==> src/rtl/am_removal_pkg.sv <==
// Shared definitions for the alignment-marker removal stage: FSM encoding, default
// geometry and width helpers.
package am_removal_pkg;

  localparam int DEF_NB_DATA   = 66;
  localparam int DEF_N_LANES   = 20;
  localparam int DEF_AM_PERIOD = 16383;

  // One AM per PCS lane makes up a group; a period spans AM_PERIOD data blocks per lane.
  localparam int AM_GROUP_LEN  = DEF_N_LANES;
  localparam int EXPECTED_DATA = DEF_N_LANES * DEF_AM_PERIOD;

  typedef enum logic [1:0] {
    ST_SYNC     = 2'd0,
    ST_IN_GROUP = 2'd1,
    ST_DATA     = 2'd2
  } state_t;

  // Bits needed to hold the values 0..max_value inclusive.
  function automatic int cnt_width(input int max_value);
    return (max_value < 1) ? 1 : $clog2(max_value + 1);
  endfunction

endpackage

==> src/rtl/am_period_counter.sv <==
// Data-block counter between AM groups: clears on group completion, saturates at
// LIMIT, and flags both the limit and the empty (just-cleared) condition.
module am_period_counter #(
  parameter int LIMIT  = 32,
  parameter int NB_CNT = 6
) (
  input  logic i_clock,
  input  logic i_reset,
  input  logic i_inc,
  input  logic i_clear,
  output logic o_at_limit,
  output logic o_empty
);

  localparam logic [NB_CNT-1:0] LIMIT_C = NB_CNT'(LIMIT);

  logic [NB_CNT-1:0] cnt;

  // NOTE: sequential state is assigned with <= so every register samples pre-edge values.
  always_ff @(posedge i_clock) begin
    if (i_reset) begin
      cnt <= '0;
    end else if (i_clear) begin
      cnt <= '0;
    end else if (i_inc && (cnt != LIMIT_C)) begin
      cnt <= cnt + NB_CNT'(1);
    end
  end

  assign o_at_limit = (cnt == LIMIT_C);
  assign o_empty    = (cnt == '0);

endmodule

==> src/rtl/am_removal.sv <==
// Alignment-marker removal: drops AM blocks, checks AM-group structure and forwards data.
// Optional AM spacing check enabled by defining AM_REMOVAL_PERIOD_CHECK_EN.
module am_removal
  import am_removal_pkg::*;
#(
  parameter int NB_DATA   = DEF_NB_DATA,
  parameter int N_LANES   = AM_GROUP_LEN,
  parameter int AM_PERIOD = DEF_AM_PERIOD
) (
  input  logic               i_clock,
  input  logic               i_reset,
  input  logic               i_enable,
  input  logic               i_valid,
  input  logic [NB_DATA-1:0] i_data,
  input  logic               i_tag,
  output logic [NB_DATA-1:0] o_data,
  output logic               o_valid,
  output logic               o_locked,
  output logic               o_group_done,
  output logic               o_group_error,
  output logic               o_period_error
);

  localparam int NB_AM_CNT = cnt_width(N_LANES);
  localparam logic [NB_AM_CNT-1:0] LAST_AM = NB_AM_CNT'(N_LANES - 1);

  logic acc;
  assign acc = i_enable && i_valid;

  state_t               state, state_next;
  logic [NB_AM_CNT-1:0] am_cnt, am_cnt_next;
  logic [NB_DATA-1:0]   data_next;
  logic                 valid_next, locked_next, done_next, gerr_next, perr_next;

`ifdef AM_REMOVAL_PERIOD_CHECK_EN
  localparam int NB_PERIOD_CNT = cnt_width(N_LANES * AM_PERIOD);

  logic cnt_inc, cnt_clear, at_limit, cnt_empty;

  am_period_counter #(
    .LIMIT  (N_LANES * AM_PERIOD),
    .NB_CNT (NB_PERIOD_CNT)
  ) u_period_counter (
    .i_clock    (i_clock),
    .i_reset    (i_reset),
    .i_inc      (cnt_inc),
    .i_clear    (cnt_clear),
    .o_at_limit (at_limit),
    .o_empty    (cnt_empty)
  );
`endif

  // NOTE: every variable driven here gets a default first, so no path can infer a latch.
  always_comb begin
    state_next  = state;
    am_cnt_next = am_cnt;
    data_next   = o_data;
    valid_next  = 1'b0;
    locked_next = o_locked;
    done_next   = 1'b0;
    gerr_next   = 1'b0;
    perr_next   = 1'b0;
`ifdef AM_REMOVAL_PERIOD_CHECK_EN
    cnt_inc     = 1'b0;
    cnt_clear   = 1'b0;
`endif
    if (acc) begin
      unique case (state)
        ST_SYNC: begin
          if (i_tag) begin
            state_next  = ST_IN_GROUP;
            am_cnt_next = NB_AM_CNT'(1);
          end
        end
        ST_IN_GROUP: begin
          if (i_tag) begin
            if (am_cnt == LAST_AM) begin
              state_next  = ST_DATA;
              am_cnt_next = '0;
              done_next   = 1'b1;
              locked_next = 1'b1;
`ifdef AM_REMOVAL_PERIOD_CHECK_EN
              cnt_clear   = 1'b1;
`endif
            end else begin
              am_cnt_next = am_cnt + NB_AM_CNT'(1);
            end
          end else begin
            state_next  = ST_SYNC;
            am_cnt_next = '0;
            gerr_next   = 1'b1;
            locked_next = 1'b0;
          end
        end
        ST_DATA: begin
          if (i_tag) begin
            state_next  = ST_IN_GROUP;
            am_cnt_next = NB_AM_CNT'(1);
`ifdef AM_REMOVAL_PERIOD_CHECK_EN
            // An AM right after a completed group just opens the next group.
            if (!at_limit && !cnt_empty) begin
              perr_next   = 1'b1;
              locked_next = 1'b0;
            end
`endif
          end else begin
`ifdef AM_REMOVAL_PERIOD_CHECK_EN
            if (at_limit) begin
              state_next  = ST_SYNC;
              perr_next   = 1'b1;
              locked_next = 1'b0;
            end else begin
              data_next  = i_data;
              valid_next = 1'b1;
              cnt_inc    = 1'b1;
            end
`else
            data_next  = i_data;
            valid_next = 1'b1;
`endif
          end
        end
        default: state_next = ST_SYNC;
      endcase
    end
  end

  always_ff @(posedge i_clock) begin
    if (i_reset) begin
      state          <= ST_SYNC;
      am_cnt         <= '0;
      o_data         <= '0;
      o_valid        <= 1'b0;
      o_locked       <= 1'b0;
      o_group_done   <= 1'b0;
      o_group_error  <= 1'b0;
      o_period_error <= 1'b0;
    end else begin
      state          <= state_next;
      am_cnt         <= am_cnt_next;
      o_data         <= data_next;
      o_valid        <= valid_next;
      o_locked       <= locked_next;
      o_group_done   <= done_next;
      o_group_error  <= gerr_next;
      o_period_error <= perr_next;
    end
  end

endmodule

==> config.mk <==
export PLATFORM = sky130hd
export DESIGN_NAME = am_removal
export DESIGN_NICKNAME = d
export VERILOG_FILES = /design/src/rtl/am_removal_pkg.sv /design/src/rtl/am_period_counter.sv /design/src/rtl/am_removal.sv
export SDC_FILE = /design/constraint.sdc
export NUM_CORES = 1
export LEC_CHECK = 0
export CAP_MARGIN = 20
export CELL_PAD_IN_SITES_DETAIL_PLACEMENT = 1
export CELL_PAD_IN_SITES_GLOBAL_PLACEMENT = 1
export CORE_ASPECT_RATIO = 0.6
export CORE_MARGIN = 2
export CORE_UTILIZATION = 29
export CTS_BUF_LIST = sky130_fd_sc_hd__clkbuf_16
export CTS_CLUSTER_DIAMETER = 40
export DETAILED_ROUTE_END_ITERATION = 8
export GPL_TIMING_DRIVEN = 0
export MAX_ROUTING_LAYER = met4
export PLACE_DENSITY_LB_ADDON = 0.1
export SYNTH_ARGS = -nofsm -noshare
export SYNTH_HDL_FRONTEND = slang
export SYNTH_SLANG_ARGS = --single-unit
==> constraint.sdc <==
create_clock -name i_clock -period 1.92 [get_ports i_clock]
set_clock_uncertainty 0.05 [all_clocks]
set_input_delay 0.576 -clock i_clock [delete_from_list [all_inputs] [get_ports i_clock]]
set_output_delay 0.576 -clock i_clock [all_outputs]
set_load 0.02 [all_outputs]
==> reports/results.txt, run 1 <==
status - finished, final reports clean
layout filler cell count - 1,247
Multi-input gate area - 1350 sq um
Final Hold Fails - 0
FMAX - 531 MHz
DRT iter0 DRCs - 107
final WL - 11,900 microns
DIE HEIGHT - 83.8 microns
slew margin rel. - 60.9%
Synth Instances - 369
I/O pins - 142
max cap viols - 0
core area - 10,500 sq um
clock latency at the later pin of the worst-skew pair - 330 ps
CTS hold repair buffers - 0
via count - 3,396
clock share of power - 46.8%
Hold Startpoint - o_data[28]
DRC - 0
dpl cell area - 4640 sq um
CP endpoint kind - output port
Finished Layout Cells - 665
power per cell area - 693 nW/um^2
CTS Buffer Depth - 2
TNS Setup - 0 ps
Post-Syn Area - 3080 sq um
worst r2r src - state[1]
Final HPWL DP - 8640 microns
global route overflow - 0
Gate power share - 7.8%
worst hold path class - reg2reg
Largest delay share family, worst path - buffers and inverters
Nets - 593
clock sinks - 77
first-pass GRT wire length - 18,500 microns
CTS tree - yes
Total GRT Usage - 21.5%
Starting Density - 29.5%
initial antenna violation count - 0
n_diodes - 0
worst path bufs/invs - 1
syn nets - 441
crit share post-route - 98.1%
Slew Limit Fails - 0
cell taking the most area after synthesis - dfxtp_1
Die Footprint - 11,500 sq um
Worst Tran Pin Value - 579 ps
Final ANT Viol Nets - 0
Seq pwr share - 45.3%
gpl congestion - 0.800
slowest CP cell - clkdlybuf4s50_1
largest net degree at the start of global routing - 13
number of flops mapped to enable cells by yosys - 0
worst path cell trace - clkdlybuf4s50_1
Power, Total - 3.53 mW
Post-synth ARST share - 0%
Main synth FF type - dfxtp_1
Mean Syn Cell Area - 8.34 sq um
#FFs+latches synth - 77
Num CTS Buffers - 9
Reg area - 1540 sq um
vias in the first global route - 3,491
Worst setup startpoint - o_valid
Setup CP Type - reg2out
vias per inst - 5.11
# setup viols final - 0
min Tclk post-route - 1880 ps
row count - 29
Internal - 2.75 mW
placed insts - 647
DR WL/cell - 17.8 microns
fin area - 5100 sq um
1st-pass router iterations - 4
H-tree Lvls - 3
Worst setup SP type - flop
P_sw - 789 uW
Core Util, Final - 48.8%
share of cells above drive strength 1 - 8.37%
crit-path max cell delay - 620 ps
worst vdd ir - 0.454 mV
post-synth cell types - 33
Reg clk slew, reported paths - 60 ps
Crit path required time - 1290 ps
sequential share of the synthesized area - 50.1%
top post-synthesis cells by area - dfxtp_1 50%, a21oi_1 11%, nand3_1 11%
worst endpoint data arrival time - 1260 ps
Sw Ratio - 22.3%
synth warn - 0
LEAKAGE - 2.53 nW
die span in x - 137 microns
Syn-to-layout area delta - 65.7%
I/O Buffers - 139
largest fanout on the critical path - 1
CTS Root Cell - clkbuf_16
Yosys top cell area share - 50.1%
==> metal layers <==
metal / up-vias / track usage [%] / share of wire (%)
li1: 1642 / - / -
met3: 7 / 7.10 / 7.8
met1: 1651 / 28.9 / 48
met5: - / - / 0
met2: 96 / 31.5 / 44
met4: 0 / 4.22 / 0.77
==> area by class of cell <==
type	count	area share, %
tap	139	3.41
multi-input combinational	247	26.5
sequential	77	30.2
clock inverter	7	1.13
inverter	4	0.294
clock buffer	9	4.41
timing repair buffer	141	29.4
buffer	41	4.66
==> repair_timing <==
action,4_1_cts,5_1_grt
pin swaps,0,1
setup endpoints to repair,52,75
gates resized for setup,27,63
cloned,0,1
buffers inserted,0,1
==> state kept, by name, indices dropped and copies added, names as in the netlist <==
name / cells
o_data: 66
am_cnt: 5
state: 2
o_group_done: 1
o_group_error: 1
o_locked: 1
o_valid: 1
==> metrics by stage <==
step	setup WS (ps)	hold WS (ps)
after floorplan	332	417
after global placement	-480	410
after detailed placement	-543	419
after CTS	0.119	429
after global routing	-14.2	452
final	35.8	425
==> power by group through the flow <==
stage / sequential [mW] / combinational (mW) / clock (mW)
after global routing: 1.60 / 0.298 / 1.79
final: 1.60 / 0.277 / 1.66
after global placement: 1.64 / 0.257 / 0
after floorplan: 1.64 / 0.0766 / 0
after detailed placement: 1.64 / 0.260 / 0
after CTS: 1.60 / 0.261 / 1.70
==> layout by cell type, fill, tap and decap left out, types with 2 or more instances in the layout <==
cell and instances:
nand4_1 4, buf_2 10, o21ai_0 54, buf_4 3
dlymetal6s2s_1 42, nor3_1 6, nor2b_1 2, clkbuf_1 18
or3_1 3, a21oi_2 4, o211ai_1 3, o21ai_1 15
a21oi_1 66, and2_1 2, nand3_1 68, inv_1 4
clkbuf_16 10, clkdlybuf4s50_1 73, clkbuf_2 3, dfxtp_1 77
clkinv_1 3, nor2_1 2, buf_6 3, nand2_1 3
buf_8 3, dlygate4sd2_1 24
==> cells in the mapped netlist (all sizes together) (3+ instances only) <==
library cell	number
o21ai	69
nand4	4
nor3	6
nand2	3
a21oi	70
o211ai	3
dfxtp	77
nand3	69
clkbuf	21
buf	20
inv	4
or3	3
==> cells by family (layout without fill, tap and decap cells) <==
kind of cell    after synthesis  count (layout)  synth area share [%]
other cells                   1               1                 0.122
flops                        77              77                  50.1
mux                           1               1                 0.325
buf+inv                      45             202                  7.31
compound gates              147             147                  24.7
simple gates                 97              97                  17.1
fa+ha+maj                     1               1                 0.406
==> final timing paths <==
path	endpoint	slack, ps	cells past startpoint
worst max-delay path	o_valid	40	1
worst min-delay path	o_data[28]	420	2
worst min register to register	o_data[28]	420	2
worst max register to register	o_data[9]	280	5
Note: power is estimated with default switching activity, not from simulation.
==> run 2: changes to the inputs <==
MAX_ROUTING_LAYER = not set   (was met4)
==> reports/results.txt, run 2 (synthesis results as in run 1) <==
DIE HEIGHT - 83.8 microns
largest net degree at the start of global routing - 13
top sig layer - met4
# setup viols final - 0
DR WL/cell - 18.0 microns
Total GRT Usage - 20.9%
Largest delay share family, worst path - buffers and inverters
share of cells above drive strength 1 - 9.43%
core area - 10,500 sq um
CTS Root Cell - clkbuf_16
I/O pins - 142
n_diodes - 0
met2 wire len - 5390 microns
Starting Density - 29.5%
slowest CP cell - clkdlybuf4s50_1
LEAKAGE - 2.51 nW
Multi-input gate area - 1340 sq um
layout filler cell count - 1,210
CTS tree - yes
Final HPWL DP - 8700 microns
vias in the first global route - 3,440
min Tclk post-route - 1890 ps
gpl congestion - 0.797
max cap viols - 0
Final Hold Fails - 0
Worst setup SP type - flop
clock sinks - 77
commonest non-fill, non-tap cells in the layout - 77 x dfxtp_1, 77 x clkdlybuf4s50_1, 68 x nand3_1
CTS hold repair buffers - 0
initial antenna violation count - 0
worst vdd ir - 0.387 mV
crit share post-route - 98.3%
first-pass GRT wire length - 18,600 microns
Post-Place Worst Slack - -545 ps
FMAX - 530 MHz
max reg flops - 66
Top Registers - o_data (66), am_cnt (5), state (2)
via count - 3,354
Crit path required time - 1290 ps
RSZ-0062 raised after global routing - no
Nets - 597
metal3 WL - 883 microns
worst hold path class - reg2reg
CTS Buffer Depth - 2
final WL - 12,000 microns
Core Util, Final - 49.4%
Slew Limit Fails - 0
power per cell area - 711 nW/um^2
Setup CP Type - reg2out
1st-pass router iterations - 4
worst endpoint data arrival time - 1260 ps
worst path cell trace - clkdlybuf4s50_1
slew margin rel. - 56.3%
Die Footprint - 11,500 sq um
setup slack after layout - 32.6 ps
Syn-to-layout area delta - 67.5%
vias per inst - 5.01
status - finished, final reports clean
Num CTS Buffers - 9
die span in x - 137 microns
global route overflow - 0
largest fanout on the critical path - 2
H-tree Lvls - 3
Final ANT Viol Nets - 0
Worst Tran Pin Value - 646 ps
DRT iter0 DRCs - 113
worst path bufs/invs - 1
I/O Buffers - 139
Reg area - 1540 sq um
clock latency at the later pin of the worst-skew pair - 330 ps
Finished Layout Cells - 669
Biggest register - o_data
CP endpoint kind - output port
crit-path max cell delay - 610 ps
DRC - 0
Met1 Routed Length - 5670 microns
row count - 29
Reg clk slew, reported paths - 60 ps
placed insts - 647
-- run 2: changes by cell type in the layout (fill, tap and decap cells not counted), sizes merged --
cell           before  now
clkdlybuf4s50      73   77
buf                20   23
dlymetal6s2s       42   39
bufinv              1    2
clkbuf             32   33
clkinv              4    3
clkinvlp            1    0
dlygate4sd2        24   23
inv                 5    6
-- run 2: worst paths after layout --
path / startpoint / endpoint / slack (ps) / cells past startpoint
setup reg to reg: state[1] / o_data[16] / 220 / 5
hold / removal: o_data[30] / o_data[30] / 430 / 2
setup / recovery: o_data[58] / o_data[58] / 30 / 1
hold reg to reg: o_data[30] / o_data[30] / 430 / 2
-- run 2: report_power, final --
group / internal (mW) / switching [mW]
registers: 1.60 / 0.00188
clock network: 1.12 / 0.659
logic: 0.164 / 0.119
-- run 2: tightest hold or removal path, cell delays in order (launching register included) --
cell     delay (ps)
dfxtp_1         300
o21ai_0          60
a21oi_1          60
-- run 2: stage by stage --
| stage | TNS [ps] | hold WS [ps] | total power [mW] | instance area (sq um) |
|---|---|---|---|---|
| after floorplan | 0 | 417 | 1.71 | 3080 |
| after global placement | -23410 | 410 | 1.89 | 4640 |
| after detailed placement | -27760 | 419 | 1.90 | 4640 |
| after CTS | 0 | 429 | 3.69 | 4930 |
| after global routing | 0 | 448 | 3.81 | 5160 |
| final | 0 | 425 | 3.67 | 5160 |
-- run 2: cell type report --
cell class / instances / area share, %
repair buffers: 145 / 29.9
flip-flops and latches: 77 / 29.9
well taps: 139 / 3.37
clock inverters: 7 / 1.60
clock buffers: 9 / 4.37
inverters: 4 / 0.291
multi-input cells: 247 / 26.0
plain buffers: 41 / 4.61
-- run 2: per-layer routing --
layer | GRT usage [%] | up-vias
met1 | 27.9 | 1610
met5 | 0 | -
met3 | 7.41 | 9
met4 | 4.31 | 0
li1 | - | 1645
met2 | 32.6 | 90
-- run 2: repair_timing --
item                                    4_1_cts  5_1_grt
setup buffers                                 0        4
pin swaps                                     0        4
endpoints found under the setup margin       62       85
gates resized for setup                      27       57
cloned                                        0        2
